[src/rtl/pipe_stage_chain.sv]
// -----------------------------------------------------------------------------
// pipe_stage_chain
//
// Purpose:
//   A chain of Depth valid/ready register stages carrying a Width-bit payload.
//   Bubbles collapse: an item moves into an empty stage even while stages
//   further downstream are stalled. The chain can therefore hold Depth items
//   and still sustain one transfer per cycle in each direction. A synchronous
//   flush empties the chain. When ClearData=1 the flush also zeroes the
//   payload registers.
//
// Parameters:
//   Width     payload width in bits (>= 1)
//   Depth     number of register stages (>= 1)
//   ClearData 1: flush also zeroes the stage data; 0: data is held on flush
//
// Ports:
//   clk_i    in   1                 clock; all state changes on the rising edge
//   rst_ni   in   1                 asynchronous active-low reset
//   flush_i  in   1                 synchronous clear of every stage
//   valid_i  in   1                 an upstream item is present
//   ready_o  out  1                 the chain accepts an item this cycle
//   data_i   in   Width             upstream payload
//   valid_o  out  1                 an item is present at the chain output
//   ready_i  in   1                 downstream accepts this cycle
//   data_o   out  Width             payload of the last stage
//   count_o  out  clog2(Depth+1)    number of occupied stages
// -----------------------------------------------------------------------------
module pipe_stage_chain #(
    parameter int Width     = 32,
    parameter int Depth     = 2,
    parameter bit ClearData = 1'b0
) (
    input  logic                       clk_i,
    input  logic                       rst_ni,
    input  logic                       flush_i,
    input  logic                       valid_i,
    output logic                       ready_o,
    input  logic [Width-1:0]           data_i,
    output logic                       valid_o,
    input  logic                       ready_i,
    output logic [Width-1:0]           data_o,
    output logic [$clog2(Depth+1)-1:0] count_o
);

    localparam int CntW = $clog2(Depth + 1);

    logic [Depth-1:0] r_valid;
    logic [Width-1:0] r_data [Depth];

    logic [Depth-1:0] w_adv;
    logic [Depth-1:0] w_src_valid;
    logic [Width-1:0] w_src_data [Depth];
    logic [CntW-1:0]  w_count;

    // Stage k may advance when it or any later stage is empty, or when the
    // output is being drained. This is the closed form of the recurrence
    // adv[k] = !v[k] || adv[k+1]. Writing it this way avoids a combinational
    // chain through a single vector.
    for (genvar k = 0; k < Depth; k++) begin : g_adv
        assign w_adv[k] = ready_i || !(&r_valid[Depth-1:k]);
    end

    // Source of each stage: the chain input for stage 0, and the previous
    // stage for every other stage.
    always_comb begin
        // NOTE: every variable assigned in a combinational block gets a value
        // on all paths first. Otherwise a latch is inferred.
        w_src_valid    = '0;
        w_src_data[0]  = data_i;
        w_src_valid[0] = valid_i;
        for (int k = 1; k < Depth; k++) begin
            w_src_valid[k] = r_valid[k-1];
            w_src_data[k]  = r_data[k-1];
        end
    end

    always_ff @(posedge clk_i or negedge rst_ni) begin
        if (!rst_ni) begin
            // NOTE: the payload registers are reset as well as the valid bits,
            // so data_o reads zero out of reset rather than stale contents.
            for (int k = 0; k < Depth; k++) begin
                r_valid[k] <= 1'b0;
                r_data[k]  <= '0;
            end
        end else if (flush_i) begin
            for (int k = 0; k < Depth; k++) begin
                r_valid[k] <= 1'b0;
                if (ClearData) begin
                    r_data[k] <= '0;
                end
            end
        end else begin
            // NOTE: state uses non-blocking assignments, so each stage sees the
            // pre-edge value of its neighbour regardless of loop order.
            for (int k = 0; k < Depth; k++) begin
                if (w_adv[k]) begin
                    r_valid[k] <= w_src_valid[k];
                    // An empty source leaves the payload alone. This avoids
                    // needless toggling of the data registers.
                    if (w_src_valid[k]) begin
                        r_data[k] <= w_src_data[k];
                    end
                end
            end
        end
    end

    always_comb begin
        w_count = '0;
        for (int k = 0; k < Depth; k++) begin
            w_count = w_count + CntW'(r_valid[k]);
        end
    end

    assign ready_o = w_adv[0] && !flush_i;
    assign valid_o = r_valid[Depth-1] && !flush_i;
    assign data_o  = r_data[Depth-1];
    assign count_o = w_count;

endmodule

[config.mk]
export PLATFORM = sky130hd
export DESIGN_NAME = pipe_stage_chain
export DESIGN_NICKNAME = d
export VERILOG_FILES = /design/src/rtl/pipe_stage_chain.sv
export SDC_FILE = /design/constraint.sdc
export NUM_CORES = 1
export LEC_CHECK = 0
export BUFFER_PORTS_ARGS = -buffer_cell sky130_fd_sc_hd__buf_4
export CORE_MARGIN = 1
export CORE_UTILIZATION = 52
export DETAILED_ROUTE_END_ITERATION = 7
export GPL_ROUTABILITY_DRIVEN = 0
export PLACE_DENSITY = 0.8
export RECOVER_POWER = 50
export SLEW_MARGIN = 30
export SYNTH_ARGS = -nofsm -noshare
export SYNTH_HDL_FRONTEND = slang
export SYNTH_SLANG_ARGS = --single-unit
[constraint.sdc]
create_clock -name clk_i -period 2.1 [get_ports clk_i]
set_input_delay 0.105 -clock clk_i [delete_from_list [all_inputs] [get_ports clk_i]]
set_output_delay 0.105 -clock clk_i [all_outputs]
set_load 0.01 [all_outputs]
==> results.sh, run 1 <==
export IMPL_max_cap_viol_count=0
export IMPL_critPathMaxStageDelay_ps=410
export IMPL_grt_pass1_wl_um=7450
export IMPL_syn2layout_area_growth_pct=22.8
export IMPL_clockRootBuffer="clkbuf_8"
export IMPL_criticalPathCategory="flip-flop to flip-flop"
export IMPL_via_count=1549
export IMPL_nNetsFinal=287
export IMPL_hold_start="data_i[23]"
export IMPL_setup_viol=0
export IMPL_p_leak_nw=1.49
export IMPL_core_mm2=0.00514
export IMPL_place_ws_ps=350
export IMPL_synth_warnings=0
export IMPL_finalSetupTns_ps=0
export IMPL_clk_pin_slew_ps=60
export IMPL_r2r_cells=5
export IMPL_grt_overflow_total=0
export IMPL_reg2reg_slack_ps=350
export IMPL_met2_usage_pct=30.0
export IMPL_n_antenna_cell=0
export IMPL_hold_buffers=19
export IMPL_grt_setup_unrepaired="false"
export IMPL_yosys_mux_area_fraction_pct=26.3
export IMPL_row_count=26
export IMPL_grt_max_degree=67
export IMPL_synth_nets=217
export IMPL_netlist_instances=179
export IMPL_start_util_pct=54.0
export IMPL_synth_top_family_by_area="multiplexers"
export IMPL_synth_compound_area_share_pct=0
export IMPL_antenna_left=0
export IMPL_synth_seq_cells=66
export IMPL_hold_class="primary input to flip-flop"
export IMPL_finalPower_mw=3.27
export IMPL_hold_depth=2
export IMPL_dp_hpwl_um=2880
export IMPL_end_kind="flip-flop"
export IMPL_cts_path_max_buffers=2
export IMPL_final_cell_mix="66 x dfrtp_1, 59 x mux2_2, 40 x buf_4, 35 x clkbuf_1, 23 x dlygate4sd3_1"
export IMPL_cts_buffers=9
export IMPL_drc=0
export IMPL_cp_arrival_ps=1960
export IMPL_relSlewSlack_pct=46.9
export IMPL_routed_wl_um=4700
export IMPL_drive_gt1_share_pct=46.1
export IMPL_status="finished, final reports clean"
export IMPL_antenna_found_initial=0
export IMPL_cts_resized=0
export IMPL_num_io_pins=73
export IMPL_slowest_stage="dfrtp_1"
export IMPL_synth_xor_area_share_pct=0
export IMPL_finClkSkew_ps=8.44
export IMPL_synth_cell_type_count=11
export IMPL_finalHoldViolCount=0
export IMPL_grt_pass1_vias=1607
export IMPL_clk_latency_ps=330
export IMPL_clock_sinks=66
export IMPL_die_area_mm2=0.00564
export IMPL_yosys_area_share_simple_pct=2.66
export IMPL_tightest_slew_ps=797
export IMPL_use_met3_pct=5.35
export IMPL_powerDensity_mw_per_mm2=958
export IMPL_required_ps=2310
export IMPL_rr_endpoint="r_data[62]"
export IMPL_htreeDepth=3
export IMPL_grt_busiest_layer="met2"
export IMPL_slew_violations=0
export IMPL_synthAdderAreaFrac_pct=0.451
export IMPL_die_height_um=75.1
export IMPL_finalCritPeriodShare_pct=83.4
export IMPL_port_buffers=72
export IMPL_fmax_ghz=0.571
export IMPL_fin_crit_ps=1750
export IMPL_use_met1_pct=22.5
export IMPL_r2r_start="r_valid[0]"
export IMPL_grt_use_total_pct=18.7
export IMPL_nFillCells=406
export IMPL_crit_fanout=32
export IMPL_worst_setup_path_start_kind="flip-flop"
export IMPL_layout_commonest_cell="dfrtp_1"
export IMPL_drtIter0Drc=42
export IMPL_die_w_um=75.1
export IMPL_path_cells="ha_1, nor2b_2, nor3b_4, buf_12, mux2_2"
export IMPL_post_cts_buffers=0
export IMPL_cts_tree="done"
export IMPL_hold_end="r_data[55]"
export IMPL_syn_area_per_cell_um2=15.5
export IMPL_synth_area_mm2=0.00278
export IMPL_fin_ws_ps=348
export IMPL_drtPass1Iterations=2
export IMPL_wire_per_inst_um=14.5
export IMPL_viasPerCell=4.78
export IMPL_vdd_drop_max_mv=0.483
export IMPL_ys_seq_area_share_pct=59.5
report_power, final:
group / switching, mW / internal, mW / leakage (nW)
Clock: 0.437 / 0.456 / 0.0872
Combinational: 0.305 / 0.374 / 0.623
Sequential: 0.142 / 1.55 / 0.784
Total: 0.884 / 2.38 / 1.49
worst max-delay path: cells and delay by family, from the launching register on:
family	cells	cell delay [ps]
DFF	1	410
and+or+nand+nor	2	400
muxes	1	360
buffers and inverters	1	240
adders and majority gates	1	220
cell usage after synthesis:
cell type	count	area (um^2)
mux2i_1	1	10.0
nor2b_2	1	8.76
mux2_1	5	56.3
dfrtp_1	66	1650
nor2b_1	2	12.5
mux2_2	59	664
nor2_1	4	15.0
buf_4	32	240
nor3b_4	2	37.5
buf_6	6	67.6
ha_1	1	12.5
metal layers:
layer | vias up | part of all wire, %
met4 | 0 | 1.8
met3 | 8 | 5.5
li1 | 716 | -
met1 | 769 | 44
met2 | 56 | 48
met5 | - | 0
worst max-delay path by stage:
stage                 endpoint  startpoint  slack [ps]  cells past startpoint
finish              r_data[62]  r_valid[0]         350                      5
global route        r_data[40]  r_valid[0]         260                      5
CTS                 r_data[58]  r_valid[0]         340                      5
detailed placement  r_data[52]  r_valid[0]         350                      5
global placement    r_data[42]  r_valid[0]         400                      5
floorplan           r_data[42]  r_valid[0]         360                      5
registers in the layout (all words and copies together), names as in the netlist:
name / flops
data_o: 32
r_data: 32
r_valid: 2
per-stage QoR:
step                std cells  hold slack (ps)  util (%)  instance area (um^2)
finish                    324             15.1      66.4                  3410
floorplan                 179             -191         -                  2780
global placement          285              248      61.0                  3140
CTS                       320             1.73      67.9                  3490
detailed placement        285              245      61.0                  3140
global route              324            0.616      66.4                  3410
cell type report:
type | instances | area (um^2) | share of cell area, %
clock buffer | 13 | 149 | 4.37
timing repair buffer | 97 | 691 | 20.2
clock inverter | 3 | 15.0 | 0.440
tap | 70 | 87.6 | 2.57
sequential | 66 | 1650 | 48.4
multi-input combinational | 75 | 817 | 24.0
cells by family after synthesis:
logic type                 after synthesis
buffers and inverters                   38
and+or+nand+nor                          9
muxes                                   65
adders and majority gates                1
DFF                                     66
Power figures use the tool's default switching activity.
==> inputs of run 2 (changes only) <==
Settings changed: CORE_UTILIZATION 52 to 47, PLACE_DENSITY 0.8 to 0.76.
Clock period 2.1 ns to 1.5 ns, I/O delays scaled along.
==> run 2 against run 1 <==
The flow now finishes with violations (negative setup slack). Register-to-register slack got worse by 480 ps. Sequential share of layout area decreased by 8.1 points. Clock skew decreased by 1.9 ps. Hold slack improved by 87 ps. Core utilization increased by 6.6 points. Highest routed layer unchanged.
==> results.sh, run 2 (synthesis results as in run 1) <==
export IMPL_drtPass1Iterations=4
export IMPL_hold_class="primary input to flip-flop"
export IMPL_fin_crit_ps=1630
export IMPL_end_kind="flip-flop"
export IMPL_finClkSkew_ps=6.51
export IMPL_p_leak_nw=1.94
export IMPL_reg2reg_slack_ps=-130
export IMPL_n_antenna_cell=0
export IMPL_r2r_start="r_valid[1]"
export IMPL_powerDensity_mw_per_mm2=1270
export IMPL_clockRootBuffer="clkbuf_8"
export IMPL_grt_overflow_total=0
export IMPL_wire_per_inst_um=16.5
export IMPL_grt_max_degree=41
export IMPL_setup_viol=64
export IMPL_clk_pin_slew_ps=70
export IMPL_rr_endpoint="r_data[61]"
export IMPL_dp_hpwl_um=3130
export IMPL_viasPerCell=4.81
export IMPL_cts_tree="done"
export IMPL_tightest_slew_ps=983
export IMPL_finalPower_mw=5.19
export IMPL_die_height_um=78.9
export IMPL_final_cell_mix="73 x buf_4, 66 x dfrtp_1, 47 x mux2_4, 35 x dlygate4sd3_1, 15 x mux2_2"
export IMPL_drive_gt1_share_pct=61.1
export IMPL_routed_wl_um=5820
export IMPL_cts_path_max_buffers=2
export IMPL_antenna_left=0
export IMPL_max_cap_viol_count=0
export IMPL_grt_pass1_wl_um=9050
export IMPL_die_area_mm2=0.00622
export IMPL_relSlewSlack_pct=34.4
export IMPL_crit_fanout=9
export IMPL_grt_use_total_pct=19.8
export IMPL_grt_setup_unrepaired="true"
export IMPL_hold_start="ready_i"
export IMPL_drtIter0Drc=16
export IMPL_htreeDepth=3
export IMPL_place_ws_ps=-145
export IMPL_required_ps=1710
export IMPL_core_mm2=0.00561
export IMPL_nNetsFinal=314
export IMPL_port_buffers=72
export IMPL_fin_ws_ps=-132
export IMPL_die_w_um=78.9
export IMPL_vdd_drop_max_mv=0.760
export IMPL_dp_cells=294
export IMPL_grt_pass1_vias=1838
export IMPL_start_util_pct=49.5
export IMPL_criticalPathCategory="flip-flop to flip-flop"
export IMPL_layout_commonest_cell="buf_4"
export IMPL_hold_depth=4
export IMPL_clock_sinks=66
export IMPL_antenna_found_initial=0
export IMPL_finalHoldViolCount=0
export IMPL_finalCritPeriodShare_pct=109
export IMPL_violations="negative setup slack"
export IMPL_status="finished with violations"
export IMPL_worst_setup_path_start_kind="flip-flop"
export IMPL_cp_arrival_ps=1840
export IMPL_num_io_pins=73
export IMPL_r2r_cells=6
export IMPL_fmax_ghz=0.613
export IMPL_syn2layout_area_growth_pct=47.4
export IMPL_cts_buffers=9
export IMPL_instances_no_fill=352
export IMPL_via_count=1694
export IMPL_slew_violations=0
export IMPL_row_count=27
export IMPL_hold_end="r_valid[1]"
export IMPL_clk_latency_ps=330
export IMPL_drc=0
## run 2: stage by stage
step / cell area, um^2 / TNS [ps] / hold slack [ps] / utilization, %
after detailed placement: 3210 / -7970 / 84.1 / 57.3
after floorplan: 2780 / -4690 / -221 / -
after CTS: 4020 / -6110 / 1.82 / 71.7
final: 4090 / -6910 / 102 / 73.0
after global placement: 3210 / -6040 / 82.9 / 57.3
after global routing: 4090 / -11720 / 122 / 73.0
## run 2: worst max-delay path, stage by stage (launching register included)
cell and delay (ps):
dfrtp_1 400, ha_2 180, nor2b_4 130, nor3b_4 190, buf_6 150, buf_12 130
mux2_2 330
## run 2: cell type report
type | instances | area (um^2)
tap | 72 | 90.1
multi-input combinational | 75 | 1020
clock buffer | 12 | 155
fill | 365 | 1520
timing repair buffer | 124 | 1160
clock inverter | 3 | 15.0
sequential | 66 | 1650
## run 2: metal layers
metal | track usage [%] | share of wire [%]
met1 | 24.3 | 43
met2 | 33.9 | 51
met4 | 8.73 | 1.4
met3 | 4.02 | 4.4
met5 | 0 | 0
## run 2: how the worst max path moves through the flow
| stage | from | endpoint | slack [ps] |
|---|---|---|---|
| global placement | r_valid[1] | r_data[56] | -120 |
| detailed placement | r_valid[1] | r_data[41] | -150 |
| floorplan | r_valid[0] | r_data[42] | -160 |
| global route | r_valid[0] | r_data[53] | -230 |
| CTS | r_valid[0] | r_data[45] | -120 |
| finish | r_valid[1] | r_data[61] | -130 |
## run 2: repair_timing
item,CTS,global route
pin swaps,2,1
hold buffers,34,1
gates cloned,3,1
gates resized for setup,53,12
endpoints found under the setup margin,64,65
setup buffers,4,0
hold endpoints to repair,73,1
## run 2: power by group
| part | switching, mW | leakage, nW | internal (mW) |
|---|---|---|---|
| Combinational | 0.486 | 1.07 | 0.994 |
| Clock | 0.630 | 0.0920 | 0.673 |
| Sequential | 0.232 | 0.784 | 2.18 |
==> inputs of run 3 (changes only) <==
Settings changed: ABC_AREA from default to 1, CORE_UTILIZATION 47 to 48, PLACE_DENSITY 0.76 to 0.77.
==> run 3 against run 2 <==
The run now ends clean. Critical endpoint is now r_data[36]. Synthesized area is 5.8% higher. Design area is 9.0% lower. Sequential cell count stayed put. Highest routed layer unchanged. Hold slack worse by 78 ps. Clock power hardly changed. Global-route usage is 2.8 points higher. Core utilization is 10 points lower.
==> results.sh, run 3 <==
export IMPL_status="finished, final reports clean"
export IMPL_die_w_um=80.2
export IMPL_cp_arrival_ps=1670
export IMPL_synth_seq_cells=66
export IMPL_ys_dominant_reg_cell="dfrtp_1"
export IMPL_crit_buf_inv=2
export IMPL_yosys_cell_count_top_type="nand2_1"
export IMPL_intPower_mw=3.19
export IMPL_port_buffers=72
export IMPL_criticalPathCategory="primary input to flip-flop"
export IMPL_clk_pin_slew_ps=70
export IMPL_yosysTopAreaCell="dfrtp_1"
export IMPL_grt_use_total_pct=22.6
export IMPL_path_cells="dlygate4sd3_1, buf_4, nor2_4, nand2_4, nand2_1, nand2_1"
export IMPL_row_count=28
export IMPL_powerDensity_mw_per_mm2=1200
export IMPL_end_kind="flip-flop"
export IMPL_clockRootBuffer="clkbuf_8"
export IMPL_die_area_mm2=0.00644
export IMPL_core_mm2=0.00592
export IMPL_ys_async_sr_fraction_pct=100
export IMPL_finClkSkew_ps=6.00
export IMPL_routed_wl_um=6690
export IMPL_slew_violations=0
export IMPL_clk_latency_ps=340
export IMPL_clock_sinks=66
export IMPL_p_switching_mw=1.30
export IMPL_finalPower_mw=4.49
export IMPL_synth_top_cells_by_area="dfrtp_1 56%, nand2_1 17%, nand3_1 11%"
export IMPL_ys_seq_area_share_pct=56.2
export IMPL_fmax_ghz=0.699
export IMPL_wire_per_inst_um=14.0
export IMPL_finalCritPeriodShare_pct=95.4
export IMPL_crit_family="simple AND/OR/NAND/NOR gates"
export IMPL_finalHoldViolCount=0
export IMPL_required_ps=1740
export IMPL_synth_edf_count=0
export IMPL_vdd_drop_max_mv=0.550
export IMPL_grt_max_degree=36
export IMPL_hold_class="primary input to flip-flop"
export IMPL_cts_tree="done"
export IMPL_final_cell_mix="131 x nand2_1, 66 x dfrtp_1, 65 x nand3_1, 65 x buf_4, 34 x dlygate4sd3_1"
export IMPL_max_cap_viol_count=0
export IMPL_synth_common_cells="131 x nand2_1, 66 x dfrtp_1, 65 x nand3_1"
export IMPL_antenna_found_initial=0
export IMPL_synthAdderAreaFrac_pct=0.426
export IMPL_n_antenna_cell=0
export IMPL_crit_top_cell="nand2_1"
export IMPL_fin_crit_ps=1430
export IMPL_drc=0
export IMPL_switching_share_pct=28.9
export IMPL_netlist_instances=324
export IMPL_setup_viol=0
export IMPL_seqPwrFrac_pct=50.4
export IMPL_syn_area_per_cell_um2=9.07
export IMPL_grt_setup_unrepaired="true"
export IMPL_grt_pass1_wl_um=10700
export IMPL_viasPerCell=4.94
export IMPL_synth_warnings=0
export IMPL_antenna_left=0
export IMPL_die_height_um=80.2
export IMPL_num_io_pins=73
export IMPL_via_count=2366
export IMPL_utilization_pct=62.9
export IMPL_relSlewSlack_pct=41.9
export IMPL_critPathMaxStageDelay_ps=540
export IMPL_synth_xor_area_share_pct=0
export IMPL_fin_area_mm2=0.00372
export IMPL_tightest_slew_ps=871
export IMPL_p_clk_share_pct=29.5
export IMPL_synth_compound_area_share_pct=0.341
export IMPL_grt_overflow_total=0
export IMPL_nNetsFinal=438
export IMPL_crit_fanout=33
export IMPL_combPwrFrac_pct=20.1
export IMPL_start_util_pct=49.6
export IMPL_synth_top_family_by_area="simple AND/OR/NAND/NOR gates"
export IMPL_syn2layout_area_growth_pct=26.8
export IMPL_yosys_area_share_simple_pct=29.5
export IMPL_yosys_mux_area_fraction_pct=0
export IMPL_drtIter0Drc=205
export IMPL_cts_path_max_buffers=2
export IMPL_synth_nets=362
export IMPL_drive_gt1_share_pct=21.3
export IMPL_placed_area_mm2=0.00327
export IMPL_layout_commonest_cell="nand2_1"
export IMPL_synth_top_area_share_pct=56.2
export IMPL_dp_hpwl_um=3980
export IMPL_cts_buffers=9
export IMPL_slowest_stage="dlygate4sd3_1"
export IMPL_htreeDepth=3
export IMPL_dp_cells=430
export IMPL_p_leak_nw=2.01
export IMPL_worst_setup_path_start_kind="primary input"
export IMPL_instances_no_fill=479
export IMPL_drtPass1Iterations=5
export IMPL_synth_cell_type_count=13
export IMPL_synth_area_mm2=0.00294
export IMPL_grt_pass1_vias=2248
export IMPL_nFillCells=528
[run 3: cell types whose count changed in the layout (fill, tap and decap cells not counted), sizes merged, moves of 3 or more]
cell | before | now
clkbuf | 14 | 27
nand2 | 0 | 133
nor2b | 3 | 0
nand3 | 0 | 65
mux2 | 64 | 0
inv | 0 | 4
buf | 87 | 66
[run 3: logic make-up after synthesis]
family                   after synthesis
flip-flops                            66
AND/OR/NAND/NOR                      201
AO/OA/AOI/OAI                          2
adder cells (fa/ha/maj)                1
buffers and inverters                 54
[run 3: worst reg2reg max path: cells and delay by family (launching register included)]
kind                       cells  cell delay, ps
adders and majority gates      1             240
DFF                            1             400
and+or+nand+nor                4             640
[run 3: power groups by stage]
stage / logic [mW] / clock network [mW] / registers, mW
CTS: 0.970 / 1.33 / 2.26
detailed placement: 0.897 / 0 / 2.29
floorplan: 0.703 / 0 / 2.24
global route: 1.01 / 1.40 / 2.29
finish: 0.902 / 1.32 / 2.26
global placement: 0.877 / 0 / 2.28
[run 3: final cells by class]
cell class              count  area (um^2)  area share, %
clock buffers              12          155           4.17
clock inverters             3         15.0          0.403
inverters                   4         15.0          0.403
multi-input cells         204          888           23.8
flip-flops and latches     66         1650           44.3
well taps                  75         93.8           2.52
repair buffers            115          906           24.3
[run 3: per-stage QoR]
stage | hold slack, ps | setup TNS (ps) | setup slack, ps
floorplan | -221 | 0 | 261
global placement | 56.6 | 0 | 217
detailed placement | 58.2 | 0 | 142
CTS | 21.2 | 0 | 104
global route | 58.8 | -22.8 | -14.3
finish | 24.3 | 0 | 69.1
[run 3: routing by layer]
metal | track usage, % | vias up | wire length, um
met5 | 0 | - | 0
met4 | 12.3 | 0 | 124
met3 | 2.84 | 13 | 341
met2 | 36.2 | 76 | 3230
met1 | 29.8 | 1126 | 2990
li1 | - | 1151 | -
[run 3: repair_timing]
action,in CTS,in global routing
hold buffers,34,0
resized for setup,0,0
hold endpoints to repair,67,0
endpoints found under the setup margin,0,4
setup buffers,0,0
[run 3: path summary, 6_finish.rpt]
kind / startpoint / endpoint / slack, ps / cells after the start
worst max-delay path: flush_i / r_data[36] / 70 / 6
worst min-delay path: ready_i / r_valid[0] / 20 / 4
worst max register to register: r_valid[1] / r_data[36] / 100 / 5
worst min register to register: data_o[7] / data_o[7] / 470 / 2
max in group asynchronous: rst_ni / r_data[46] / 460 / 3
min in group asynchronous: rst_ni / data_o[29] / 380 / 2
